File: config.mk
export PLATFORM = sky130hd
export DESIGN_NAME = mic1_exec_ctrl
export DESIGN_NICKNAME = d
export VERILOG_FILES = /design/src/rtl/mic1_exec_pkg.sv /design/src/rtl/mic1_req_edge.sv /design/src/rtl/mic1_exec_ctrl.sv
export SDC_FILE = /design/constraint.sdc
export NUM_CORES = 1
export LEC_CHECK = 0
export CAP_MARGIN = 30
export CORE_UTILIZATION = 41
export CTS_BUF_LIST = sky130_fd_sc_hd__clkbuf_4
export CTS_CLUSTER_SIZE = 20
export DETAILED_ROUTE_END_ITERATION = 10
export GPL_TIMING_DRIVEN = 0
export PLACE_DENSITY = 0.67
export SLEW_MARGIN = 20
export SYNTH_ARGS = -nofsm -noshare
export SYNTH_HDL_FRONTEND = slang
export SYNTH_HIERARCHICAL = 1
export SYNTH_SLANG_ARGS = --single-unit
File: constraint.sdc
create_clock -name clk -period 3 [get_ports clk]
set_input_delay 0.6 -clock clk [delete_from_list [all_inputs] [get_ports clk]]
set_output_delay 0.6 -clock clk [all_outputs]
set_load 0.005 [all_outputs]
File: src/rtl/mic1_exec_pkg.sv
// Shared types and constants for the MIC-1 execution controller.
//   exec_state_t        : controller state encoding
//   MAIN1_ADDR_DEFAULT  : default control-store address of Main1
package mic1_exec_pkg;

    typedef enum logic [2:0] {
        ST_IDLE       = 3'd0,
        ST_RUN        = 3'd1,
        ST_STEP_MICRO = 3'd2,
        ST_STEP_INSTR = 3'd3,
        ST_HALTED     = 3'd4
    } exec_state_t;

    localparam logic [8:0] MAIN1_ADDR_DEFAULT = 9'h000;

endpackage

File: src/rtl/mic1_req_edge.sv
// Rising-edge detector for a debounced button level.
//   clk    : system clock
//   resetn : synchronous reset, active-high
//   req    : debounced button level
//   pulse  : one-cycle pulse on the first cycle req is seen high
// During reset the previous-level register loads the live level, so a
// button held through reset yields no pulse after release.
module mic1_req_edge (
    input  logic clk,
    input  logic resetn,
    input  logic req,
    output logic pulse
);

    logic req_q;
    logic req_d;

    always_comb begin
        req_d = req;
    end

    always_ff @(posedge clk) begin
        if (resetn) begin
            req_q <= req;
        end else begin
            req_q <= req_d;
        end
    end

    assign pulse = req & ~req_q;

endmodule

File: src/rtl/mic1_exec_ctrl.sv
// MIC-1 execution controller: turns RUN/STOP/STEP button levels into the
// datapath clock enable, supporting free-run, micro-step and ISA
// instruction step (ends on return to Main1), with cycle/instruction
// counters and step LEDs.
//   clk, resetn          : clock, synchronous active-high reset
//   run_req/stop_req/step_req : debounced button levels
//   step_mode            : 0 = micro-step, 1 = instruction step
//   mpc, halt            : datapath MPC and HALT indication
//   mic1_ce              : datapath clock enable
//   running/idle/halted  : state flags
//   step_done            : one-cycle pulse after a completed step
//   step_timeout         : sticky, last instruction step hit STEP_MAX
//   cycle_cnt/instr_cnt  : ce cycles / Main1 executions
//   led_run_step         : instr_cnt[3:0]
module mic1_exec_ctrl
    import mic1_exec_pkg::*;
#(
    parameter int unsigned      MPC_W      = 9,
    parameter logic [MPC_W-1:0] MAIN1_ADDR = MPC_W'(MAIN1_ADDR_DEFAULT),
    parameter int unsigned      CYC_W      = 32,
    parameter int unsigned      STEP_MAX   = 64
) (
    input  logic             clk,
    input  logic             resetn,
    input  logic             run_req,
    input  logic             stop_req,
    input  logic             step_req,
    input  logic             step_mode,
    input  logic [MPC_W-1:0] mpc,
    input  logic             halt,
    output logic             mic1_ce,
    output logic             running,
    output logic             idle,
    output logic             halted,
    output logic             step_done,
    output logic             step_timeout,
    output logic [CYC_W-1:0] cycle_cnt,
    output logic [15:0]      instr_cnt,
    output logic [3:0]       led_run_step
);

    localparam int unsigned SC_W = $clog2(STEP_MAX + 1);

    logic run_pulse;
    logic stop_pulse;
    logic step_pulse;

    mic1_req_edge u_run_edge  (.clk(clk), .resetn(resetn), .req(run_req),  .pulse(run_pulse));
    mic1_req_edge u_stop_edge (.clk(clk), .resetn(resetn), .req(stop_req), .pulse(stop_pulse));
    mic1_req_edge u_step_edge (.clk(clk), .resetn(resetn), .req(step_req), .pulse(step_pulse));

    exec_state_t      state_q, state_d;
    logic             first_q, first_d;
    logic [SC_W-1:0]  step_cyc_q, step_cyc_d;
    logic             step_done_q, step_done_d;
    logic             step_timeout_q, step_timeout_d;
    logic [CYC_W-1:0] cycle_cnt_q, cycle_cnt_d;
    logic [15:0]      instr_cnt_q, instr_cnt_d;

    logic ce;
    logic is_main1;

    always_comb begin
        state_d        = state_q;
        first_d        = first_q;
        step_cyc_d     = step_cyc_q;
        step_done_d    = 1'b0;
        step_timeout_d = step_timeout_q;
        is_main1       = (mpc == MAIN1_ADDR);

        unique case (state_q)
            ST_RUN, ST_STEP_MICRO: ce = 1'b1;
            ST_STEP_INSTR:         ce = first_q | ~is_main1;
            default:               ce = 1'b0;
        endcase

        cycle_cnt_d = cycle_cnt_q + CYC_W'(ce);
        instr_cnt_d = instr_cnt_q + 16'(ce & is_main1);

        // Halt only applies while the datapath is actually being clocked;
        // it outranks every button pulse.
        if (ce && halt) begin
            state_d = ST_HALTED;
        end else begin
            unique case (state_q)
                ST_IDLE: begin
                    if (!stop_pulse) begin
                        if (run_pulse) begin
                            state_d        = ST_RUN;
                            step_timeout_d = 1'b0;
                        end else if (step_pulse) begin
                            step_timeout_d = 1'b0;
                            if (step_mode) begin
                                state_d    = ST_STEP_INSTR;
                                first_d    = 1'b1;
                                step_cyc_d = '0;
                            end else begin
                                state_d = ST_STEP_MICRO;
                            end
                        end
                    end
                end
                ST_RUN: begin
                    if (stop_pulse) begin
                        state_d = ST_IDLE;
                    end
                end
                ST_STEP_MICRO: begin
                    if (stop_pulse) begin
                        state_d = ST_IDLE;
                    end else if (run_pulse) begin
                        state_d = ST_RUN;
                    end else begin
                        state_d     = ST_IDLE;
                        step_done_d = 1'b1;
                    end
                end
                ST_STEP_INSTR: begin
                    if (stop_pulse) begin
                        state_d = ST_IDLE;
                    end else if (run_pulse) begin
                        state_d = ST_RUN;
                    end else if (!ce) begin
                        // Back at Main1 after at least one executed cycle.
                        state_d     = ST_IDLE;
                        step_done_d = 1'b1;
                    end else begin
                        first_d    = 1'b0;
                        step_cyc_d = step_cyc_q + SC_W'(1);
                        if (step_cyc_d == SC_W'(STEP_MAX)) begin
                            state_d        = ST_IDLE;
                            step_done_d    = 1'b1;
                            step_timeout_d = 1'b1;
                        end
                    end
                end
                ST_HALTED: begin
                    state_d = ST_HALTED;
                end
                default: begin
                    state_d = ST_IDLE;
                end
            endcase
        end
    end

    always_ff @(posedge clk) begin
        if (resetn) begin
            state_q        <= ST_IDLE;
            first_q        <= 1'b0;
            step_cyc_q     <= '0;
            step_done_q    <= 1'b0;
            step_timeout_q <= 1'b0;
            cycle_cnt_q    <= '0;
            instr_cnt_q    <= '0;
        end else begin
            state_q        <= state_d;
            first_q        <= first_d;
            step_cyc_q     <= step_cyc_d;
            step_done_q    <= step_done_d;
            step_timeout_q <= step_timeout_d;
            cycle_cnt_q    <= cycle_cnt_d;
            instr_cnt_q    <= instr_cnt_d;
        end
    end

    assign mic1_ce      = ce;
    assign running      = (state_q == ST_RUN);
    assign idle         = (state_q == ST_IDLE);
    assign halted       = (state_q == ST_HALTED);
    assign step_done    = step_done_q;
    assign step_timeout = step_timeout_q;
    assign cycle_cnt    = cycle_cnt_q;
    assign instr_cnt    = instr_cnt_q;
    assign led_run_step = instr_cnt_q[3:0];

endmodule
==> flow_summary.json <==
{
  "chipWidth_um": 90.1,
  "holdPathEnd": "step_cyc_q[6]",
  "gp_congestion": 0.892,
  "routed_wl_um": 7920,
  "min_path_type": "flop to flop",
  "hold_viol_final": 0,
  "num-fill-cells": 704,
  "critical_path_arrival_ns": 2.28,
  "ys_async_sr_fraction": 0,
  "drv_slew": 0,
  "finalInstanceArea_um2": 4190,
  "synth_cell_type_count": 56,
  "grt_pass1_vias": 2866,
  "syn-instance-count": 370,
  "synth_compound_area_frac": 0.143,
  "area.sequential_um2": 1280,
  "worstPathRequired_ns": 2.40,
  "period_share": 0.962,
  "drive_above_1_share": 0.0852,
  "synthFlopType": "dfxtp_1",
  "viasPerCell": 5.59,
  "multiInputGateArea_um2": 1800,
  "syn-cell-area_um2": 3180,
  "r2r_end": "cycle_cnt[25]",
  "p_leak_nw": 1.40,
  "antenna_found_initial": 0,
  "first_pass_iters": 4,
  "endpoint_kind": "primary output",
  "postCtsHoldBufs": 0,
  "synthAdderAreaFrac": 0.0197,
  "clk_pin_slew_ns": 0.09,
  "status": "completed",
  "syn_avg_cell_area_um2": 8.60,
  "grt_max_degree": 11,
  "syn_to_final_growth_pct": 31.5,
  "antenna_cells": 0,
  "cts_made_buffers": 9,
  "start_util": 0.432,
  "clkSinkCount": 64,
  "insertion_delay_ns": 0.41,
  "reg2reg_slack_ns": 0.25,
  "crit_type": "input pin to primary output",
  "fin_crit_ns": 2.88,
  "tightest_slew_ns": 0.649,
  "final_antenna_net_count": 0,
  "placedCellCount": 542,
  "place_hpwl_um": 5730,
  "path_max_fanout": 4,
  "first_iter_violations": 152,
  "synth_top_family_by_area": "simple AND/OR/NAND/NOR gates",
  "startpoint_type": "input pin",
  "dpl_cell_area_um2": 4040,
  "synth-seq-area-share": 0.403,
  "synth_mux_area_frac": 0.0165,
  "coreArea_um2": 7370,
  "fin_nets": 474,
  "yosys.area_share.simple": 0.317,
  "skew_ns": 0.0159,
  "hold_path_depth": 2,
  "cts_tree": "yes",
  "htree_levels": 3,
  "yosys.area_share.xor_xnor": 0.0578,
  "clock_path_buffers": 2,
  "die-area_um2": 8120,
  "cap_violations": 0,
  "grtUsageTotal": 0.201,
  "wl_per_cell_um": 14.2,
  "port_buffers": 73,
  "rsz0062_at_grt": "no",
  "p_per_area_nw_per_um2": 414,
  "ctsRootBufferMaster": "clkbuf_4",
  "setup_viol": 0,
  "die_h_um": 90.1,
  "setup_tns_ns": 0,
  "yosysWarnings": 6,
  "hp-start": "step_cyc_q[6]",
  "max_freq_mhz": 347,
  "overflow": 0,
  "fp-row-count": 31,
  "drc": 0,
  "grt_pass1_wl_um": 13500,
  "synth_edf_count": 0,
  "ys_ff_latch": 64,
  "vias": 3113,
  "ff2ff_path_depth": 9,
  "vdd_drop_max_v": 0.000350,
  "r2r_start": "state_q[0]",
  "fin_cells": 557,
  "relSlewSlack": 0.567,
  "io_pins": 74,
  "synthesis.nets": 391
}
-- cells by family (layout without fill, tap and decap cells) --
logic type | count (synthesis) | in the layout
and+or+nand+nor | 175 | 176
buffers and inverters | 31 | 118
adders and majority gates | 5 | 5
AOI/OAI and AO/OA | 69 | 69
DFF | 64 | 64
muxes | 5 | 5
xor gates and xnor gates | 21 | 21
-- metal layers --
metal  up-vias  part of all wire  track usage
met2        91              0.47        0.319
met5         -                 0            0
li1       1541                 -            -
met4         0            0.0069       0.0538
met3         5             0.052       0.0567
met1      1476              0.47        0.268
-- critical path: stages --
cell	delay (ns)
clkdlybuf4s50_1	0.46
nor4_4	0.34
nand4_1	0.21
nand2_2	0.16
inv_1	0.08
clkdlybuf4s50_1	0.44
-- repair_timing --
| action | 4_1_cts | 5_1_grt |
|---|---|---|
| gates resized for setup | 7 | 4 |
| setup endpoints to repair | 26 | 18 |
| pin swaps | 1 | 1 |
| setup buffers | 1 | 0 |
| cloned | 0 | 1 |
-- worst max path at each step --
stage / start / slack, ns / end / cells past startpoint
after floorplan: mpc[2] / 0.11 / cycle_cnt[16] / 12
after global placement: mpc[2] / -1.06 / cycle_cnt[16] / 13
after detailed placement: mpc[2] / -1.05 / cycle_cnt[16] / 13
after CTS: mpc[1] / 0.02 / cycle_cnt[16] / 13
after global routing: mpc[1] / 0.008 / cycle_cnt[20] / 12
final: mpc[1] / 0.12 / mic1_ce / 6
-- sequential cells by signal, summed over array words and instances, names as in the netlist --
signal / cells
step_done: 1
step_cyc_q: 7
u_stop_edge/req_q: 1
u_step_edge/req_q: 1
instr_cnt: 16
u_run_edge/req_q: 1
cycle_cnt: 32
step_timeout: 1
state_q: 3
first_q: 1
-- metrics by stage --
| stage | hold WS [ns] | setup WS [ns] | util | total power [W] |
|---|---|---|---|---|
| 4_1_cts | 0.481 | 0.0173 | 0.568 | 0.00176 |
| 5_1_grt | 0.508 | 0.00819 | 0.568 | 0.00183 |
| 2_1_floorplan | 0.432 | 0.105 | - | 0.00112 |
| 6_report | 0.481 | 0.115 | 0.568 | 0.00173 |
| 3_5_place_dp | 0.460 | -1.05 | 0.548 | 0.00126 |
| 3_3_place_gp | 0.453 | -1.06 | 0.548 | 0.00126 |
-- placed cells by master (no fill, tap or decap), types with 2 or more instances in the layout --
cell type / count
xor2_1: 12
mux2i_1: 3
nor2b_1: 7
clkbuf_4: 12
or4_1: 15
nand4_1: 11
and3_1: 6
a21oi_1: 27
and2_1: 4
o21a_1: 3
and4_1: 5
xnor2_1: 9
clkbuf_1: 11
o21ai_0: 5
o2bb2ai_1: 2
o41ai_1: 2
ha_1: 5
clkdlybuf4s50_1: 73
dfxtp_1: 64
o31ai_1: 17
or3_1: 6
buf_1: 3
inv_1: 7
or2_2: 2
nand2_1: 23
nor2b_4: 3
nor4b_1: 2
nand2_2: 2
buf_4: 5
nor4_4: 2
nor4_1: 5
mux2_2: 2
nor2_1: 33
a211oi_1: 2
nand2b_1: 4
nand3_1: 22
nor3_1: 12
clkinv_2: 4
-- cell type report --
class,instances,area share
Clock buffer,11,0.0197
Buffer,21,0.0254
Inverter,7,0.00628
Sequential cell,64,0.306
Timing Repair Buffer,74,0.176
Tap cell,99,0.0296
Multi-Input combinational cell,276,0.431
Clock inverter,5,0.00568
-- synthesized netlist by cell type, types with 4 or more instances --
master	number	area, µm²
dfxtp_1	64	1280
nor2_1	33	124
a21oi_1	27	135
nand2_1	24	90.1
nand3_1	22	110
o31ai_1	17	128
clkbuf_1	16	60.1
or4_1	15	113
nor3_1	12	60.1
xor2_1	12	105
nand4_1	11	68.8
xnor2_1	9	78.8
inv_1	7	26.3
nor2b_1	7	43.8
nor4_1	7	43.8
and3_1	6	37.5
or3_1	6	37.5
and4_1	5	43.8
ha_1	5	62.6
nand2b_1	5	31.3
o21ai_0	5	25.0
and2_1	4	25.0
buf_4	4	30.0
-- where the power goes --
part	internal [W]	switching, W	total, W
sequential	0.000879	0.0000320	0.000911
clock	0.000181	0.000301	0.000482
combinational	0.000164	0.000176	0.000341
(Power assumes the default switching activity.)
